`config.mk`:
```
export PLATFORM = sky130hd
export DESIGN_NAME = reg_bank_shadow
export DESIGN_NICKNAME = d
export VERILOG_FILES = /design/src/rtl/reg_bank_pkg.sv /design/src/rtl/reg_bank_rd_port.sv /design/src/rtl/reg_bank_shadow.sv
export SDC_FILE = /design/constraint.sdc
export NUM_CORES = 1
export LEC_CHECK = 0
export ABC_AREA = 1
export ABC_CLOCK_PERIOD_IN_PS = 3300
export CORE_MARGIN = 4
export CORE_UTILIZATION = 35
export DETAILED_ROUTE_END_ITERATION = 12
export DONT_BUFFER_PORTS = 1
export PLACE_DENSITY = 0.55
export RECOVER_POWER = 25
export SETUP_SLACK_MARGIN = 0.4
export SYNTH_ARGS = -nofsm -noshare
export SYNTH_HDL_FRONTEND = slang
export SYNTH_SLANG_ARGS = --single-unit
export TNS_END_PERCENT = 50
```
`constraint.sdc`:
```
create_clock -name clk -period 3.3 [get_ports clk]
set_clock_uncertainty 0.15 [all_clocks]
set_input_delay 0.495 -clock clk [delete_from_list [all_inputs] [get_ports clk]]
set_output_delay 0.495 -clock clk [all_outputs]
set_load 0.02 [all_outputs]
```
`src/rtl/reg_bank_pkg.sv`:
```
// Shared helpers for the shadowed register bank: address width, packed-port
// offsets and byte-lane merging.
package reg_bank_pkg;

    // Widest register the lane-merge helper handles.
    localparam int MAX_W    = 256;
    localparam int MAX_STRB = MAX_W / 8;

    function automatic int addr_w(input int n);
        return (n <= 2) ? 1 : $clog2(n);
    endfunction

    function automatic int port_lsb(input int port, input int w);
        return port * w;
    endfunction

    // Callers zero-extend into MAX_W and truncate the result to their width;
    // a partial top lane simply has its upper bits discarded.
    function automatic logic [MAX_W-1:0] strb_merge(input logic [MAX_W-1:0]    old_val,
                                                    input logic [MAX_W-1:0]    new_val,
                                                    input logic [MAX_STRB-1:0] strb);
        logic [MAX_W-1:0] res;
        for (int i = 0; i < MAX_W; i++) begin
            res[i] = strb[i / 8] ? new_val[i] : old_val[i];
        end
        return res;
    endfunction

endpackage

```
`src/rtl/reg_bank_rd_port.sv`:
```
// One registered read port onto the active register array.
module reg_bank_rd_port
    import reg_bank_pkg::*;
#(
    parameter int NUM_REGS = 16,
    parameter int WIDTH    = 8,
    parameter int AW       = 4
) (
    input  logic             clk,
    input  logic             rst_n,
    input  logic             rd_en,
    input  logic [AW-1:0]    rd_addr,
    input  logic [WIDTH-1:0] active [NUM_REGS],
    output logic [WIDTH-1:0] rd_data,
    output logic             rd_valid
);

    localparam logic [AW:0] NREGS = (AW + 1)'(NUM_REGS);

    logic in_range;

    assign in_range = ({1'b0, rd_addr} < NREGS);

    // Read handshake: there is no ready; rd_en at edge N is always accepted and
    // answered by rd_valid during cycle N+1, with rd_data holding when idle.
    always_ff @(posedge clk) begin
        if (!rst_n) begin
            rd_data  <= '0;
            rd_valid <= 1'b0;
        end else begin
            rd_valid <= rd_en;
            if (rd_en) begin
                rd_data <= in_range ? active[rd_addr] : '0;
            end
        end
    end

endmodule

```
`src/rtl/reg_bank_shadow.sv`:
```
// Shadowed register bank: byte-strobed writes stage into a shadow copy, and a
// commit publishes the whole bank to the active copy in one edge.
module reg_bank_shadow
    import reg_bank_pkg::*;
#(
    parameter int              NUM_REGS  = 16,
    parameter int              WIDTH     = 8,
    parameter int              NUM_RD    = 2,
    parameter logic [WIDTH-1:0] RESET_VAL = '0,
    localparam int             AW        = addr_w(NUM_REGS),
    localparam int             STRB_W    = (WIDTH + 7) / 8
) (
    input  logic                      clk,
    input  logic                      rst_n,
    input  logic                      wr_en,
    input  logic [AW-1:0]             wr_addr,
    input  logic [WIDTH-1:0]          wr_data,
    input  logic [STRB_W-1:0]         wr_strb,
    input  logic                      commit,
    input  logic                      abort,
    input  logic [NUM_RD-1:0]         rd_en,
    input  logic [NUM_RD*AW-1:0]      rd_addr,
    output logic [NUM_RD*WIDTH-1:0]   rd_data,
    output logic [NUM_RD-1:0]         rd_valid,
    output logic [NUM_REGS*WIDTH-1:0] q,
    output logic                      pending,
    output logic                      wr_err
);

    localparam logic [AW:0] NREGS = (AW + 1)'(NUM_REGS);

    logic [WIDTH-1:0] shadow [NUM_REGS];
    logic [WIDTH-1:0] active [NUM_REGS];
    logic [WIDTH-1:0] staged [NUM_REGS];
    logic [WIDTH-1:0] wr_cur;
    logic [WIDTH-1:0] wr_merged;
    logic             wr_in_range;
    logic             wr_hit;
    logic             pending_r;
    logic             wr_err_r;

    assign wr_in_range = ({1'b0, wr_addr} < NREGS);
    assign wr_hit      = wr_en && wr_in_range && (wr_strb != '0);

    // staged is the shadow bank as it would look after this cycle's write.
    always_comb begin
        wr_cur = '0;
        for (int r = 0; r < NUM_REGS; r++) begin
            if (AW'(r) == wr_addr) begin
                wr_cur = shadow[r];
            end
        end
        wr_merged = WIDTH'(strb_merge(MAX_W'(wr_cur), MAX_W'(wr_data), MAX_STRB'(wr_strb)));
        for (int r = 0; r < NUM_REGS; r++) begin
            staged[r] = (wr_hit && (AW'(r) == wr_addr)) ? wr_merged : shadow[r];
        end
    end

    // Commit takes priority over abort when both are asserted.
    always_ff @(posedge clk) begin
        if (!rst_n) begin
            for (int r = 0; r < NUM_REGS; r++) begin
                shadow[r] <= RESET_VAL;
                active[r] <= RESET_VAL;
            end
            pending_r <= 1'b0;
            wr_err_r  <= 1'b0;
        end else begin
            wr_err_r <= wr_en && !wr_in_range;
            if (commit) begin
                for (int r = 0; r < NUM_REGS; r++) begin
                    active[r] <= staged[r];
                    shadow[r] <= staged[r];
                end
                pending_r <= 1'b0;
            end else if (abort) begin
                for (int r = 0; r < NUM_REGS; r++) begin
                    shadow[r] <= active[r];
                end
                pending_r <= 1'b0;
            end else begin
                for (int r = 0; r < NUM_REGS; r++) begin
                    shadow[r] <= staged[r];
                end
                if (wr_hit) begin
                    pending_r <= 1'b1;
                end
            end
        end
    end

    assign pending = pending_r;
    assign wr_err  = wr_err_r;

    for (genvar r = 0; r < NUM_REGS; r++) begin : g_q
        assign q[r*WIDTH +: WIDTH] = active[r];
    end

    for (genvar i = 0; i < NUM_RD; i++) begin : g_rd
        reg_bank_rd_port #(
            .NUM_REGS(NUM_REGS),
            .WIDTH   (WIDTH),
            .AW      (AW)
        ) u_rd_port (
            .clk     (clk),
            .rst_n   (rst_n),
            .rd_en   (rd_en[i]),
            .rd_addr (rd_addr[port_lsb(i, AW) +: AW]),
            .active  (active),
            .rd_data (rd_data[port_lsb(i, WIDTH) +: WIDTH]),
            .rd_valid(rd_valid[i])
        );
    end

endmodule

```
* Word-level counts from Yosys, hierarchy flattened
Memories as Yosys holds them, arrays and structs flattened. Cells that the tools add are included.
Operators by class: add/sub/neg operators 0, multipliers 0, div/mod/pow operators 0, order comparisons 2, equal/unequal tests 15, shift operators 0, mux-type cells 106, bitwise logic cells 51, reduce and logical (&&, ||, !) cells 19
Operator list (number):
- $mux 8 | 84
- $bmux 8 s4 | 2
- $or 1x1->1 | 48
- $eq 4x4->1 const A | 8
- $mux 1 | 20
- $logic_and 1x1->1 | 17
- $eq 3x4->1 const A | 4
- $ge 5x5->1 const B | 2
- $not 4->5 | 2
- $eq 2x4->1 const A | 2
- $eq 1x4->1 const A | 1
- $logic_not 4->1 | 1
- $reduce_or 3->1 | 1
- $not 1->1 | 1
Storage, ports and cells: flip-flop bits (word level) 147, latch bits 0, memory bits (writable) 128, bits in read-only memories 0, input bits 28, logic and storage cells 215, memories kept 1
Memory list:
- shadow | depth 16, bits a word 8, rd ports 16, clocked after memory_dff 0, wr ports 16, line reg_bank_shadow.sv:32 | logic [WIDTH-1:0] shadow [NUM_REGS];

* Longest topological paths before layout
Gate-level depths: netlist (run 1).
word-level depth 22, gate-level depth with buffers 10

* By module
From an unflattened synthesis (run 1), not the netlist that was laid out.
Unflattened totals: cell total of the unflattened synthesis 2346, area, all modules 16123.0 µm²
By module, submodules not included:
- reg_bank_shadow | instances 1, cells each 1670, area an instance 12794.8 µm², sequential area each 6426.2 µm²
- reg_bank_rd_port | instances 2, cells each 338, area an instance 1664.1 µm², sequential area each 180.2 µm²

* Worst setup path before layout (run 1)
Ideal clock, no wire load.
path kind input to register, from input port wr_strb, to memory shadow[15][0] (netlist: shadow[1][56]) (data pin), library setup time 255 ps, arrival time 1450 ps, required time 2895 ps, path slack 1445 ps, cell stages on the path 7, path buffers 2, path through nand2_1 -> buf_4 -> buf_2 -> nor3_4 -> o21ai_0 -> o22ai_1 -> inv_1
RTL lines:
- start: declaration | line reg_bank_shadow.sv:18 | input logic [STRB_W-1:0] wr_strb,
- end: declaration | line reg_bank_shadow.sv:32

==> flow_summary.toml, run 1 <==
[yosys]
synth_cell_types = 26
synthCells = 1994
synth_area_leader_cell = "edfxtp_1"
yosys_most_used_dff = "dfxtp_1"
synth_commonest_cells = "368 x nand2_1, 276 x o21ai_0, 221 x inv_1"
synth_edf_count = 128
yosysSeqAreaShare = 0.4524
synth_most_common_cell = "nand2_1"
synth_area_per_cell_sq_um = 7.523
ys_async_sr_fraction = 0
syn_area_sq_mm = 0.01500
yosys_warnings = 0
yosysTopAreaCellShare = 0.2562
synth_area_leaders = "edfxtp_1 26%, dfxtp_1 20%, nand2_1 9.2%"
ys_ff_latch = 275

[worst_setup_path]
cp_max_fo = 86
r2r-start = "q[59]$_SDFFE_PN0P_"
endpoint_kind = "flip-flop"
critPathLaunchType = "input pin"
reg2reg_depth = 8
required_ps = 3570
reg2reg_to = "g_rd[0].u_rd_port.rd_data[3]$_SDFFE_PN0P_"
arrival_ps = 2910
worst-setup-path-type = "input pin to flip-flop"
r2r_slack_ps = 1610

[clock_tree]
path_clk_slew_ps = 60
numCtsBuffers = 34
root_buffer = "clkbuf_16"
clkSinkCount = 275
cts_buffer_depth = 3
htreeDepth = 2
worstSkewPairLatency_ps = 540
tritoncts = "yes"
cts_setup_buffers = 0

[detailed_routing]
wire_per_inst_um = 22.77
first_pass_iters = 8
drcViolationCount = 0
top_layer = "met4"
wl_met2_mm = 25.79
viasPerCell = 5.768
ant_nets = 0
vias = 14911
wl_met3_mm = 6.800
wl_met1_mm = 24.04
drt_first_iter_violations = 1681
totalWireLength_mm = 58.86

[sta]
setup_slack_ps = 663.3
finalCriticalPeriod_ps = 2637
min_period_over_period = 0.7990
maxSlewViolCount = 0
fin_tns_setup_ps = 0
finalSetupViolCount = 0
rsz0062_at_grt = "false"
worst_pin_slew_ps = 1265
finalHoldViolCount = 0
fmax_mhz = 379.3
relSlewSlack = 0.1570

[hold_path]
worstHoldPathCells = 3
hp-start = "rd_en[1]"
min_to = "g_rd[1].u_rd_port.rd_data[3]$_SDFFE_PN0P_"
hold_path_class = "input pin to flip-flop"

[layout]
final_net_count = 2048
layout-drive-gt1-share = 0.05327
fillCellCount = 4363
area_growth_pct = 12.77
multi_input_area_sq_mm = 0.007184
register_area_sq_mm = 0.006787
antenna_cells = 0

[placement]
pre_cts_slack_ps = 789.3
routabilityCongestion = 0.9045
numPortBuffers = 0
dpl.hpwl_mm = 38.92

[floorplanning]
io_pins = 176
start_util = 0.3560
dieHeight_um = 215.0
rows = 75
die_x_um = 215.0
placeableCoreArea_sq_mm = 0.04213
die_area_sq_mm = 0.04624

[grt]
grt_pass1_wl_mm = 87.69
grt_pass1_vias = 13625
grt_start_max_net_pins = 131
grt_overflow_total = 0
antenna_found_initial = 0
track_usage = 0.2430

[job]
cap_violations = 0

[power_and_ir_drop]
peakVddDrop_mv = 0.5166
p_per_area_mw_per_mm2 = 528.4
p_leak_nw = 6.498

[status]
outcome = "completed"
-- placed cells by master (no fill, tap or decap), types with 2 or more instances in the layout --
master / synthesis / final
conb_1: 2 / 129
o22ai_1: 100 / 100
clkbuf_16: 0 / 37
nand2_4: 0 / 2
a21oi_1: 55 / 55
nand2_2: 5 / 5
inv_1: 221 / 221
dfxtp_1: 147 / 147
clkbuf_8: 0 / 8
clkinv_1: 0 / 4
nor2_2: 7 / 5
nor2_4: 3 / 3
buf_12: 0 / 4
o21ai_1: 11 / 9
nand3_1: 208 / 208
nor2_1: 62 / 64
nand2_1: 368 / 366
o211ai_1: 85 / 85
edfxtp_1: 128 / 128
inv_2: 8 / 7
o21a_1: 3 / 3
nor3_2: 9 / 9
o21ai_0: 276 / 278
nand4_1: 128 / 128
clkinv_2: 0 / 6
dlygate4sd3_1: 0 / 5
clkbuf_1: 120 / 6
buf_4: 4 / 17
-- through the flow --
step                        util  total power, mW  std cells  instance area (sq um)  hold WS [ps]
after floorplan                -            4.860       2121                  15480         359.3
after global placement    0.3737            5.128       2518                  15750         380.6
after detailed placement  0.3737            5.154       2518                  15750         397.2
after CTS                 0.4020            8.975       2585                  16940         3.751
after global routing      0.4015            9.250       2585                  16920         19.75
final                     0.4015            8.938       2585                  16920         15.56
-- state kept, by name, indices dropped and copies added (netlist names) --
name,flops
g_rd.u_rd_port.rd_valid,2
g_rd.u_rd_port.rd_data,16
pending,1
shadow,128
q,128
-- where the power goes --
part | switching, mW | leakage, nW | total [mW] | internal [mW]
registers | 0.388 | 2.52 | 4.20 | 3.81
logic | 0.619 | 3.41 | 0.907 | 0.288
clock network | 1.54 | 0.566 | 3.83 | 2.30
-- layout make-up --
type                    count  share of cell area
repair buffers             28             0.01590
multi-input cells        1452              0.4247
flip-flops and latches    275              0.4012
inverters                 229             0.05081
clock buffers              50             0.06235
well taps                 539             0.03987
clock inverters            12            0.005178
-- routing by layer --
metal | up-vias | global-route usage
met2 | 759 | 0.3689
met4 | 0 | 0.08417
met1 | 7112 | 0.3289
li1 | 6929 | -
met3 | 111 | 0.07641
met5 | - | 0
-- cells by family after synthesis --
family / count (synthesis) / share of synthesized area
compound gates: 531 / 0.2004
buf+inv: 394 / 0.1016
flops: 275 / 0.4524
other cells: 2 / 0.0005006
simple gates: 792 / 0.2451
-- worst max-delay path by stage --
stage | start | endpoint | slack, ps | depth (start not counted)
after global routing | rst_n | q[81]$_SDFFE_PN0P_ | 500 | 5
final | rst_n | q[81]$_SDFFE_PN0P_ | 660 | 5
after global placement | wr_strb | shadow[0][53]$_SDFFCE_PN0P_ | 780 | 4
after floorplan | wr_strb | shadow[1][56]$_DFFE_PP_ | 1450 | 7
after detailed placement | wr_strb | shadow[1][57]$_DFFE_PP_ | 790 | 6
after CTS | wr_strb | shadow[0][53]$_SDFFCE_PN0P_ | 1340 | 4
-- critical path, cell delays in order --
cell,delay [ps]
inv_2,30
nor2_1,840
clkinv_1,300
clkbuf_4,660
o22ai_1,420
-- what timing repair did --
item | 4_1_cts | 5_1_grt
endpoints found under the hold margin | 5 | 0
gates resized for setup | 0 | 0
hold buffers | 5 | 0
(Power assumes the default switching activity.)
==> run 2, diff against run 1 <==
ABC_CLOCK_PERIOD_IN_PS = 2350   (was 3300)
PLACE_DENSITY = 0.57   (was 0.55)
clock period = 2.35 ns   (was 3.3 ns; I/O delays follow)
==> run 2 against run 1 <==
Setup slack worse by 250 ps. Critical path type unchanged. Non-clock buffer count up 68. Largest power group unchanged. Worst hold slack improved by 6.7 ps. Wire length rose by 8.1%. Clock-buffer cell count grew 1. Final cell count is 2.6% higher. Via count grew 4.7%. First-iteration DRC count increased by 17%. Die area unchanged. Core utilization increased by 1.7 points. Sequential power is 40% higher.
==> flow_summary.toml, run 2 (synthesis gave the netlist of run 1 again) <==
[worst_setup_path]
r2r-start = "q[63]$_SDFFE_PN0P_"
path_cells = "dlygate4sd3_1 -> nand4_1 -> o211ai_1 -> o21ai_0"
max_stage_delay_ps = 1150
arrival_ps = 2040
path_buf_inv = 1
reg2reg_to = "g_rd[1].u_rd_port.rd_data[7]$_SDFFE_PN0P_"
cp_max_fo = 47
reg2reg_depth = 8
r2r_slack_ps = 660
cpLargestDelayFamily = "buffers and inverters"
critPathLaunchType = "input pin"
endpoint_kind = "flip-flop"
worst-setup-path-type = "input pin to flip-flop"
crit_slowest_cell = "dlygate4sd3_1"
required_ps = 2460

[placement]
dp_cells = 2547
dpl.hpwl_mm = 40.12
numPortBuffers = 0
routabilityCongestion = 0.8981

[hold_path]
hold_path_class = "input pin to flip-flop"
min_to = "q[77]$_SDFFE_PN0P_"
hp-start = "wr_en"
worstHoldPathCells = 3

[layout]
layout-drive-gt1-share = 0.06623
final_util = 0.4189
finalNonFillerCells = 2653
area_growth_pct = 17.67
final_net_count = 2116
fillCellCount = 4276
final_cell_mix = "367 x nand2_1, 283 x o21ai_0, 223 x inv_1, 208 x nand3_1, 147 x dfxtp_1"
layout_commonest_cell = "nand2_1"
antenna_cells = 0

[grt]
grt_overflow_total = 0
antenna_found_initial = 0
grt_start_max_net_pins = 97
grt_pass1_vias = 14459
grt_pass1_wl_mm = 94.28
track_usage = 0.2644

[clock_tree]
worstSkewPairLatency_ps = 540
numCtsBuffers = 34
root_buffer = "clkbuf_16"
htreeDepth = 2
clkSinkCount = 275
tritoncts = "yes"
cts_buffer_depth = 3
cts_setup_buffers = 0
path_clk_slew_ps = 60

[detailed_routing]
vias = 15619
ant_nets = 0
wire_per_inst_um = 23.98
drt_first_iter_violations = 1962
drcViolationCount = 0
first_pass_iters = 6
viasPerCell = 5.887
totalWireLength_mm = 63.63

[floorplanning]
placeableCoreArea_sq_mm = 0.04213
start_util = 0.3560
die_x_um = 215.0
die_area_sq_mm = 0.04624
rows = 75
io_pins = 176
dieHeight_um = 215.0

[sta]
min_period_over_period = 0.8244
relSlewSlack = 0.2496
fmax_mhz = 516.2
finalCriticalPeriod_ps = 1937
finalHoldViolCount = 0
worst_pin_slew_ps = 1120
fin_tns_setup_ps = 0
finalSetupViolCount = 0
maxSlewViolCount = 0
rsz0062_at_grt = "true"

[status]
outcome = "completed"

[job]
cap_violations = 0

[power_and_ir_drop]
p_leak_nw = 6.833
peakVddDrop_mv = 0.6280
p_per_area_mw_per_mm2 = 722.5
[run 2: changes by cell type in the layout (fill, tap and decap cells not counted), sizes merged]
| cell | previous run | this run |
|---|---|---|
| inv | 228 | 230 |
| buf | 21 | 53 |
| clkinv | 11 | 8 |
| dlymetal6s4s | 0 | 2 |
| dlygate4sd3 | 5 | 40 |
[run 2: how the worst max path moves through the flow]
stage	startpoint	end	slack, ps	depth (start not counted)
6_report	wr_en	shadow[0][26]$_SDFFCE_PN0P_	410	4
5_1_grt	wr_en	shadow[0][43]$_SDFFCE_PN0P_	370	4
4_1_cts	wr_en	shadow[1][1]$_DFFE_PP_	410	4
3_5_place_dp	wr_addr[3]	shadow[0][36]$_SDFFCE_PN0P_	190	5
3_3_place_gp	wr_addr[3]	shadow[0][36]$_SDFFCE_PN0P_	240	5
2_1_floorplan	wr_strb	shadow[1][56]$_DFFE_PP_	640	7
[run 2: per-stage QoR]
step                      worst slack [ps]  hold WS [ps]  power, mW  cell area (sq um)
after floorplan                      637.6         281.8      6.824              15480
after global placement               241.5         284.5      7.249              16040
after detailed placement             186.4         286.7      7.289              16040
after CTS                            413.7        0.7930      12.80              17650
after global routing                 373.1         24.63      13.21              17650
final                                412.7         22.22      12.75              17650
[run 2: final cells by class]
type,instances,area (sq um),share of cell area
Clock buffer,51,1049,0.05940
Clock inverter,11,90.09,0.005103
Inverter,229,859.6,0.04870
Multi-Input combinational cell,1452,7187,0.4071
Sequential cell,275,6787,0.3845
Tap cell,539,674.4,0.03821
Timing Repair Buffer,96,1006,0.05699
[run 2: what timing repair did]
action                     in CTS  in global routing
setup endpoints to repair       0                 25
hold endpoints to repair      109                  0
gates resized for setup         0                  3
hold buffers                   44                  0
[run 2: worst reg2reg max path, cell delays in order, from the launching register on]
cell and delay [ps]:
dfxtp_1 620, nand2_1 90, nand3_1 100, nand3_1 150, nand2_1 200, nand2_1 70, nand3_1 150, nand2_1 70
inv_1 50
[run 2: where the power goes]
part	switching (mW)	leakage [nW]	internal, mW
sequential	0.548	2.52	5.35
clock	2.19	0.562	3.21
combinational	0.986	3.75	0.475
[run 2: metal layers]
layer / up-vias / GRT usage / wire, um
met3: 142 / 0.09195 / 7436
li1: 7067 / - / -
met2: 807 / 0.4043 / 27900
met5: - / 0 / 0
met1: 7603 / 0.3450 / 25540
met4: 0 / 0.1033 / 2744
==> run 3, diff against run 2 <==
ABC_CLOCK_PERIOD_IN_PS = 1740   (was 2350)
clock period = 1.74 ns   (was 2.35 ns; I/O delays follow)
==> run 3 against run 2 <==
The flow now finishes with violations (hold timing). Flip-flop and latch count stayed put. Combinational power rose by 120%. Die area stayed put. Sequential share of layout area shrank 4.5 points. Clock-buffer cell count grew 2. Critical endpoint is now q[29]$_SDFFE_PN0P_. Largest power group unchanged.
==> flow_summary.toml, run 3 (synthesis gave the netlist of run 1 again) <==
[status]
outcome = "finished with violations"
violations = "hold timing"

[sta]
maxSlewViolCount = 0
relSlewSlack = 0.3208
fmax_mhz = 609.3
finalCriticalPeriod_ps = 1641
whs_ps = -287.2
fin_tns_setup_ps = 0
finalSetupViolCount = 0
worst_pin_slew_ps = 1013
min_period_over_period = 0.9432
rsz0062_at_grt = "true"
finalHoldViolCount = 92

[layout]
final_cell_mix = "286 x nand2_1, 236 x o21ai_0, 218 x inv_1, 155 x buf_6, 129 x conb_1"
finalNonFillerCells = 2855
antenna_cells = 0
layout-drive-gt1-share = 0.2889
final_net_count = 2318
area_growth_pct = 40.40
layout_commonest_cell = "nand2_1"
stdcell_area_sq_mm = 0.02106

[worst_setup_path]
path_buf_inv = 2
cpLargestDelayFamily = "buffers and inverters"
arrival_ps = 1940
critPathLaunchType = "input pin"
required_ps = 2040
crit_slowest_cell = "clkbuf_1"
worst-setup-path-type = "input pin to flip-flop"
max_stage_delay_ps = 570
cp_max_fo = 130
endpoint_kind = "flip-flop"
path_cells = "nand2_8 -> buf_4 -> nor3_1 -> clkbuf_1 -> o21ai_0 -> o22ai_1"

[detailed_routing]
vias = 16581
ant_nets = 0
viasPerCell = 5.808
wire_per_inst_um = 22.36
first_pass_iters = 6
drt_first_iter_violations = 2172
totalWireLength_mm = 63.85
drcViolationCount = 0

[clock_tree]
htreeDepth = 2
cts_buffer_depth = 3
numCtsBuffers = 34
worstSkewPairLatency_ps = 540
tritoncts = "yes"
clkSinkCount = 275
root_buffer = "clkbuf_16"
path_clk_slew_ps = 60

[job]
cap_violations = 0

[grt]
busiest_layer = "met2"
met1_usage = 0.3425
antenna_found_initial = 0
grt_pass1_vias = 14988
gr-usage-met3 = 0.07218
grt_pass1_wl_mm = 93.15
grt_start_max_net_pins = 131
track_usage = 0.2582
grtUsageMet2 = 0.4034
grt_overflow_total = 0

[power_and_ir_drop]
p_leak_nw = 8.489
peakVddDrop_mv = 0.5804
p_int_mw = 12.85
p_per_area_mw_per_mm2 = 855.6
switching_share = 0.2866
power.total_mw = 18.02
clkPwrFrac = 0.406
combPwrFrac = 0.175
power_frac_seq = 0.419
p_sw_mw = 5.165

[hold_path]
hold_path_class = "input pin to flip-flop"

[placement]
dp_cells = 2670
place_area_sq_mm = 0.01734
routabilityCongestion = 0.9042
dpl.hpwl_mm = 41.00
numPortBuffers = 0

[floorplanning]
placeableCoreArea_sq_mm = 0.04213
rows = 75
io_pins = 176
dieHeight_um = 215.0
start_util = 0.3560
die_x_um = 215.0
die_area_sq_mm = 0.04624
## run 3: timing repair
action | CTS | global route
setup endpoints to repair | 159 | 183
endpoints found under the hold margin | 271 | 133
pin swaps | 0 | 72
resized for setup | 310 | 248
gates cloned | 0 | 0
buffers inserted | 70 | 33
hold buffers | 21 | 1
## run 3: layout make-up
| cell class | instances | area (sq um) |
|---|---|---|
| fill | 3954 | 21070 |
| clock inverter | 9 | 98.84 |
| clock buffer | 53 | 1039 |
| multi-input combinational | 1452 | 8009 |
| sequential | 275 | 7151 |
| timing repair buffer | 298 | 3221 |
| tap | 539 | 674.4 |
| inverter | 229 | 869.6 |
## run 3: path summary, 6_finish.rpt
path                          start                                         to  slack (ps)  cells past startpoint
max reg2reg      q[57]$_SDFFE_PN0P_  g_rd[0].u_rd_port.rd_data[1]$_SDFFE_PN0P_         320                      9
max                           wr_en                         q[29]$_SDFFE_PN0P_         100                      6
min reg2reg  shadow[1][1]$_DFFE_PP_                         q[65]$_SDFFE_PN0P_         400                      2
min                           rst_n      g_rd[1].u_rd_port.rd_valid$_SDFF_PN0_        -290                      2
## run 3: power groups by stage
stage / Combinational [mW] / Clock (mW) / Sequential, mW
6_report: 3.15 / 7.32 / 7.55
5_1_grt: 3.37 / 7.67 / 7.59
4_1_cts: 2.83 / 7.43 / 7.55
3_5_place_dp: 2.41 / 0 / 7.76
3_3_place_gp: 2.36 / 0 / 7.75
2_1_floorplan: 1.46 / 0 / 7.83
## run 3: stage by stage
stage / setup slack, ps / util
global route: 112.6 / 0.4999
finish: 98.75 / 0.4999
global placement: -56.91 / 0.4116
CTS: 259.5 / 0.4745
floorplan: 289.1 / -
detailed placement: -74.93 / 0.4116
## run 3: per-layer routing
layer / vias to the layer above / share of wire
met1: 7938 / 0.39
met3: 182 / 0.12
met4: 0 / 0.044
li1: 7472 / -
met2: 989 / 0.45
met5: - / 0
## run 3: worst reg2reg max path, delay by kind of cell (launching register included)
kind	cells	cell delay, ps
buffers and inverters	2	160
AND/OR/NAND/NOR	7	660
flip-flops	1	350
